<file path="src/rtl/gpr_file_mp.sv">
// gpr_file_mp
// Multi-port general-purpose register file for the pipelined CPU.
//
// There are two write ports (dual retire) and NRD combinational read ports.
// Each read port has a write-through bypass, so a read in the same cycle as
// a write returns the new data. A per-register pending scoreboard reports
// which source registers are still waiting for an in-flight producer.
//
// Ports:
//   clk          clock; all state updates happen on the rising edge
//   reset        synchronous, active-low reset
//   rd_addr      NRD read addresses; port k uses [k*ADDR_W +: ADDR_W]
//   rd_data      NRD read data, combinational; port k uses [k*DATA_W +: DATA_W]
//   rd_busy      pending flag for each read address, after the bypass
//   wr0_*/wr1_*  write enable, address and data; wr1 wins on an address clash
//   sb_set_en    marks sb_set_addr pending (an instruction issued with that destination)
//   sb_set_addr  register to mark pending
//
// There is no valid/ready handshake. The block never stalls, and every input
// is sampled on every cycle. The consumer decides what rd_busy means for it.

module gpr_file_mp #(
  parameter int DATA_W   = 32,
  parameter int ADDR_W   = 5,
  parameter int NRD      = 2,
  parameter int ZERO_REG = 1
) (
  input  logic                  clk,
  input  logic                  reset,
  input  logic [NRD*ADDR_W-1:0] rd_addr,
  output logic [NRD*DATA_W-1:0] rd_data,
  output logic [NRD-1:0]        rd_busy,
  input  logic                  wr0_en,
  input  logic [ADDR_W-1:0]     wr0_addr,
  input  logic [DATA_W-1:0]     wr0_data,
  input  logic                  wr1_en,
  input  logic [ADDR_W-1:0]     wr1_addr,
  input  logic [DATA_W-1:0]     wr1_data,
  input  logic                  sb_set_en,
  input  logic [ADDR_W-1:0]     sb_set_addr
);

  localparam int DEPTH = 1 << ADDR_W;
  localparam bit HAS_ZERO = (ZERO_REG != 0);

  if (NRD < 1 || NRD > 4) begin : g_bad_nrd
    $error("gpr_file_mp: NRD must be in 1..4");
  end

  logic [DATA_W-1:0] regs [DEPTH];
  logic [DEPTH-1:0]  pend;
  logic [DEPTH-1:0]  pend_nxt;

  // Effective commit enables. When register 0 is hardwired, any write or set
  // aimed at it is dropped here.
  logic wr0_ok, wr1_ok, sb_ok;
  assign wr0_ok = wr0_en    && !(HAS_ZERO && (wr0_addr    == '0));
  assign wr1_ok = wr1_en    && !(HAS_ZERO && (wr1_addr    == '0));
  assign sb_ok  = sb_set_en && !(HAS_ZERO && (sb_set_addr == '0));

  // Retiring writes clear pending bits first. A set is applied last so that a
  // newly issued producer takes priority over the one that is retiring.
  always_comb begin
    pend_nxt = pend;
    if (wr0_ok) pend_nxt[wr0_addr]    = 1'b0;
    if (wr1_ok) pend_nxt[wr1_addr]    = 1'b0;
    if (sb_ok)  pend_nxt[sb_set_addr] = 1'b1;
  end

  always_ff @(posedge clk) begin
    if (!reset) begin
      for (int i = 0; i < DEPTH; i++) regs[i] <= '0;
      pend <= '0;
    end else begin
      if (wr0_ok) regs[wr0_addr] <= wr0_data;
      // Issued after wr0, so wr1 wins when both ports hit the same address.
      if (wr1_ok) regs[wr1_addr] <= wr1_data;
      pend <= pend_nxt;
    end
  end

  for (genvar k = 0; k < NRD; k++) begin : g_rd
    logic [ADDR_W-1:0] addr;
    logic [DATA_W-1:0] data;
    logic              busy;
    logic              hit0, hit1, is_zero;

    assign addr    = rd_addr[k*ADDR_W +: ADDR_W];
    assign hit0    = wr0_en && (wr0_addr == addr);
    assign hit1    = wr1_en && (wr1_addr == addr);
    assign is_zero = HAS_ZERO && (addr == '0);

    always_comb begin
      data = regs[addr];
      busy = pend[addr];
      if (!reset || is_zero) begin
        data = '0;
        busy = 1'b0;
      end else begin
        if (hit1)      data = wr1_data;
        else if (hit0) data = wr0_data;
        // The value is being bypassed this cycle, so it is no longer busy.
        if (hit0 || hit1) busy = 1'b0;
      end
    end

    assign rd_data[k*DATA_W +: DATA_W] = data;
    assign rd_busy[k]                  = busy;
  end

endmodule

</file>
<file path="config.mk">
export PLATFORM = sky130hd
export DESIGN_NAME = gpr_file_mp
export DESIGN_NICKNAME = d
export VERILOG_FILES = /design/src/rtl/gpr_file_mp.sv
export SDC_FILE = /design/constraint.sdc
export NUM_CORES = 2
export LEC_CHECK = 0
export BUFFER_PORTS_ARGS = -buffer_cell sky130_fd_sc_hd__buf_2
export CAP_MARGIN = 40
export CORE_UTILIZATION = 49
export CTS_BUF_LIST = sky130_fd_sc_hd__clkbuf_4 sky130_fd_sc_hd__clkbuf_8 sky130_fd_sc_hd__clkbuf_16
export DETAILED_ROUTE_END_ITERATION = 8
export HOLD_SLACK_MARGIN = 0.05
export PLACE_DENSITY_LB_ADDON = 0.3
export SLEW_MARGIN = 0
export SYNTH_ARGS = -nofsm -noshare
export SYNTH_HDL_FRONTEND = slang
export SYNTH_SLANG_ARGS = --single-unit
</file>
<file path="constraint.sdc">
create_clock -name clk -period 11.1 [get_ports clk]
set_clock_uncertainty 0.15 [all_clocks]
set_input_delay 2.22 -clock clk [delete_from_list [all_inputs] [get_ports clk]]
set_output_delay 2.22 -clock clk [all_outputs]
set_load 0.01 [all_outputs]
</file>
# After elaboration in Yosys (flattened, before gate mapping)
# Memories as Yosys holds them, arrays and structs flattened.
# Cells that the tools add are included.
[word_totals] ff_bits=32 output_inout_bits=66 in_bits=94 mem_bits_rw=1024 memories=1 wordCells=80
[classes] n_bitwise=5 eq_ne=4 order_cmp=8 n_mux=36 reduce_logical=25
[mem_list] name="regs" depth=32 width=32 read_ports=2 rd_clocked_by_memory_dff=0 write_ports=32 line="50" rtl="logic [DATA_W-1:0] regs [DEPTH];"
[ops] operator="2-to-1 mux 32 bit" count=11
[ops] operator="AND 32 bit" count=2
[ops] operator="inverter 32 bit" count=2
[ops] operator="OR reduction 32 bit" count=2
[ops] operator="bitwise OR 32 bit" count=1
[ops] operator="less-than comparator 5 x 6 -> 1 bit, second input constant" count=5
[ops] operator="logical NOT 5 bit" count=5
[ops] operator="equality test 5 bit" count=4
[ops] operator="2-to-1 mux 1 bit" count=18
[ops] operator="demux 1 bit (select 5 bit)" count=3
[ops] operator="greater-or-equal comparator 5 x 1 -> 1 bit, second input constant" count=3
[ops] operator="binary-select mux 1 bit (select 5 bit)" count=2
[ops] operator="logical AND 1 bit" count=10
[ops] operator="2-to-1 mux 5 bit" count=2
[ops] operator="logical NOT 1 bit" count=4
[ops] operator="logical OR 1 bit" count=4

# Longest topological paths before layout
[depth] ltp_word=11 depth_mapped=10 depth_no_buf=5

# Worst setup path before layout
# No wires, ideal clock.
[synth_timing] path_type="input to output" start="input port rd_addr[7]" end="output port rd_data[61]" required_ps=8730 stages=7 slack_ps=4832 n_path_buf=3 t_arrival_ps=3898 cell_sequence="buf_2 > clkbuf_1 > clkbuf_1 > mux4_2 > a22oi_1 > nand2_1 > a221o_1"
[synth_between] elab_chain_len=5 elab_cells_between_ends=10 classes_between="eq/ne (2); mux (3); reduce/logical (4); memory (1)"
[synth_rtl] item="from (decl)" line="30" rtl="input logic [NRD*ADDR_W-1:0] rd_addr,"
[synth_rtl] item="branches (longest 4 deep; another with memory read (32 x 32 bit))"
[synth_rtl] item="2-to-1 mux 32 bit (*)" line="96" rtl="if (!reset || is_zero) begin"
[synth_rtl] item="to (decl)" line="31" rtl="output logic [NRD*DATA_W-1:0] rd_data,"
# Mark *: on every way between the ends.

# Worst setup path in the final report
[layout_timing] start="input port rd_addr[9]" end="output port rd_data[33]"
# The elaborated chain is that of the path after synthesis.

==> results.cfg <==
[timing]
rsz0062_at_grt = no
timing.final.ws_setup_ns = 3.10
tightest_slew_ns = 1.14
timing.fmax_mhz = 125
slew_headroom_pct = 24.2
period_share_pct = 72.1
setup_viol = 0
hold_violations = 0
slew_viol_final = 0
fin_setup_tns_ns = 0
holdWs_ns = 0.343
fin_crit_ns = 8.00

[route]
drt_wl_total_um = 249000
vias = 47000
wire_per_inst_um = 43.6
drtIter0Drc = 9016
drc_errors = 20
firstDrtPassIters = 9
vias_per_cell = 8.24
ant_nets = 0

[yosys]
synth_edf_count = 1024
post-synth-top-area-cell = edfxtp_1
synthSimpleGateAreaFrac_pct = 2.45
synthArstFlopShare_pct = 0
synth_seq_area_share_pct = 51.1
synth_flop_cell = edfxtp_1
muxShareOfSynthArea_pct = 21.2
synth_compound_area_share_pct = 19.7
postSynthCellCount = 4191
post_synth_xor_area_fraction_pct = 0.298
synth_cell_type_count = 67
synth_top_family_by_area = multiplexers
synth_top_area_share_pct = 50.1
ys_warn_count = 0
syn_area_um2 = 61400
synth-seq-cells = 1056
ys_top_cells_by_area = edfxtp_1 50%, mux4_2 19%, a22o_1 15%, clkbuf_1 2.6%, buf_2 1.5%
synth_adder_area_share_pct = 0
syn_avg_cell_area_um2 = 14.6

[cts]
hold_buffers = 0
cts-root-buf = clkbuf_16
cts.htree.levels = 3
post_cts_buffers = 0
ctsResizeCount = 0
cts_buffer_depth = 3
tritoncts = done
clk_latency_ns = 0.72
cts.sinks = 1056
path_clk_slew_ns = 0.06
cts-buffers-inserted = 116

[outcome]
violations = DRC
status = finished, violations left

[global_route]
track_usage_pct = 38.7
grt_use_met1_pct = 48.5
grt.busiest_layer = met2
grt_pass1_wl_um = 345000
antenna_found_initial = 12
grt_util_met2_pct = 56.4
met3_usage_pct = 14.8
grt_pass1_vias = 45800
grt_start_max_net_pins = 143
overflow = 0

[min_path]
holdPathStages = 2
hp-start = pend[20]$_SDFF_PN0_
hold_end = pend[20]$_SDFF_PN0_
hp-class = reg -> reg

[critical_path]
r2r_slack_ns = 10.21
worstSetupStartpointType = input pin
max_stage_delay_ns = 0.93
path_common_cell = buf_2
crit_slowest_cell = buf_4
path_cells = buf_2 -> inv_1 -> nor2_4 -> buf_4 -> a22oi_1 -> a21oi_1 -> a221o_1 -> buf_2
reg2reg_depth = 2
critPathKind = in -> out
end_kind = output port
critical_path.top_delay_family = buffers and inverters
cp.arrival_ns = 5.63
worstReg2RegStart = pend[5]$_SDFF_PN0_
r2r_end = pend[5]$_SDFF_PN0_
path_max_fanout = 48
crit_buf_inv = 4
crit_required_ns = 8.73

[floorplan]
dieArea_um2 = 127000
floorplan.initialDensity_pct = 49.5
core_area_um2 = 124000
num_rows = 129
io_pins = 160
die_h_um = 356
die_x_um = 356

[power]
peakVddDrop_v = 0.000138
leakagePower_nw = 22.5
powerDensity_nw_per_um2 = 153

[finish]
nets = 4055
syn2layout_area_growth_pct = 9.98
drive_above_1_share_pct = 29.2

[placement]
dp_slack_ns = 3.36
hpwl_um = 133000
portBuffers = 159
gp_congestion = 0.916

[flow_run]
drv_cap = 0
-- cells in the mapped netlist, drive strengths merged (3+ instances only) --
cell,n
a22o,1022
nor2,80
a32o,31
o22ai,82
nand4,9
a211o,9
a21oi,51
o2111ai,3
mux4,529
nand2,111
nand3b,5
nand3,19
o21a,31
or3,3
mux2,35
clkbuf,420
a221o,33
xor2,11
or3b,3
and3,6
o221ai,4
o32ai,5
and2,8
o21ai,46
o211ai,3
a22oi,126
edfxtp,1024
inv,34
nor3,27
buf,266
or2,5
nor3b,6
nand2b,7
xnor2,9
nor2b,5
dfxtp,32
mux2i,73
nor4,4
-- metrics by stage --
stage	std cells	power (mW)	utilization (%)	area [µm²]
4_1_cts	5699	10.2	54.4	67500
3_3_place_gp	5463	6.11	50.9	63100
6_report	5704	10.3	54.5	67500
5_1_grt	5704	10.5	54.5	67500
3_5_place_dp	5478	6.15	51.1	63400
2_1_floorplan	4222	5.67	-	61500
-- sequential cells by signal, summed over array words and instances, names as in the netlist --
| name | count |
|---|---|
| regs | 1024 |
| pend | 32 |
-- routing by layer --
layer  vias up  share of wire [%]
met5         -              0.068
met1     23400                 32
met2      5076                 43
met4        20                7.5
li1      17200                  -
met3      1201                 17
-- where the power goes --
group,switching [mW],internal (mW)
Clock,1.75,2.43
Sequential,0.125,4.62
Combinational,0.852,0.533
-- worst register-to-register path: cells and delay by family, from the launching register on --
family	cells	cell delay, ns
AO/OA/AOI/OAI	1	0.19
AND/OR/NAND/NOR	1	0.06
flip-flops	1	0.35
-- cell families (layout without fill, tap and decap cells) --
group,count (synthesis),count (layout)
AO/OA/AOI/OAI,1455,1455
multiplexers,637,637
XOR/XNOR,20,20
flip-flops,1056,1056
other,1,35
buffers and inverters,720,562
AND/OR/NAND/NOR,302,302
-- cell usage in the layout, fill, tap and decap left out, types with 6 or more instances in the layout --
| master | Yosys | layout |
|---|---|---|
| a211o_2 | 0 | 6 |
| a21oi_1 | 50 | 49 |
| a221o_1 | 33 | 30 |
| a22o_1 | 1022 | 1022 |
| a22oi_1 | 125 | 125 |
| a32o_1 | 31 | 31 |
| and2_1 | 8 | 6 |
| buf_12 | 0 | 15 |
| buf_2 | 189 | 153 |
| buf_4 | 26 | 127 |
| buf_8 | 0 | 6 |
| bufinv_16 | 0 | 20 |
| clkbuf_16 | 0 | 116 |
| clkbuf_4 | 0 | 15 |
| clkinv_1 | 0 | 29 |
| clkinv_2 | 0 | 27 |
| conb_1 | 1 | 32 |
| dfxtp_1 | 32 | 32 |
| edfxtp_1 | 1024 | 1024 |
| inv_1 | 33 | 33 |
| mux2_2 | 35 | 35 |
| mux2i_1 | 73 | 73 |
| mux4_2 | 529 | 529 |
| nand2_1 | 108 | 94 |
| nand2_2 | 3 | 16 |
| nand3_1 | 19 | 19 |
| nand4_1 | 9 | 9 |
| nor2_1 | 78 | 39 |
| nor2_4 | 0 | 40 |
| nor3_2 | 14 | 12 |
| nor3_4 | 0 | 12 |
| o21a_1 | 31 | 31 |
| o21ai_0 | 14 | 11 |
| o21ai_1 | 32 | 32 |
| o22ai_1 | 82 | 82 |
| xnor2_1 | 8 | 8 |
| xor2_1 | 11 | 11 |
-- worst max path at each step --
stage          cells past startpoint     endpoint       start  slack [ns]
6_report                           8  rd_data[33]  rd_addr[9]        3.10
3_3_place_gp                       8  rd_data[33]  rd_addr[6]        3.30
3_5_place_dp                       7  rd_data[33]  rd_addr[5]        3.36
5_1_grt                            7  rd_data[33]  rd_addr[5]        3.06
4_1_cts                            7  rd_data[33]  rd_addr[5]        3.36
2_1_floorplan                      7  rd_data[61]  rd_addr[7]        4.83
-- final cells by class --
cell class | count | area, µm²
Clock buffer | 131 | 3020
Clock inverter | 90 | 1050
Tap cell | 1637 | 2050
Timing Repair Buffer | 307 | 2260
Multi-Input combinational cell | 2446 | 27600
Inverter | 34 | 128
Fill cell | 9793 | 56500
Antenna cell | 3 | 7.51
Sequential cell | 1056 | 31400
(Power assumes the default switching activity.)
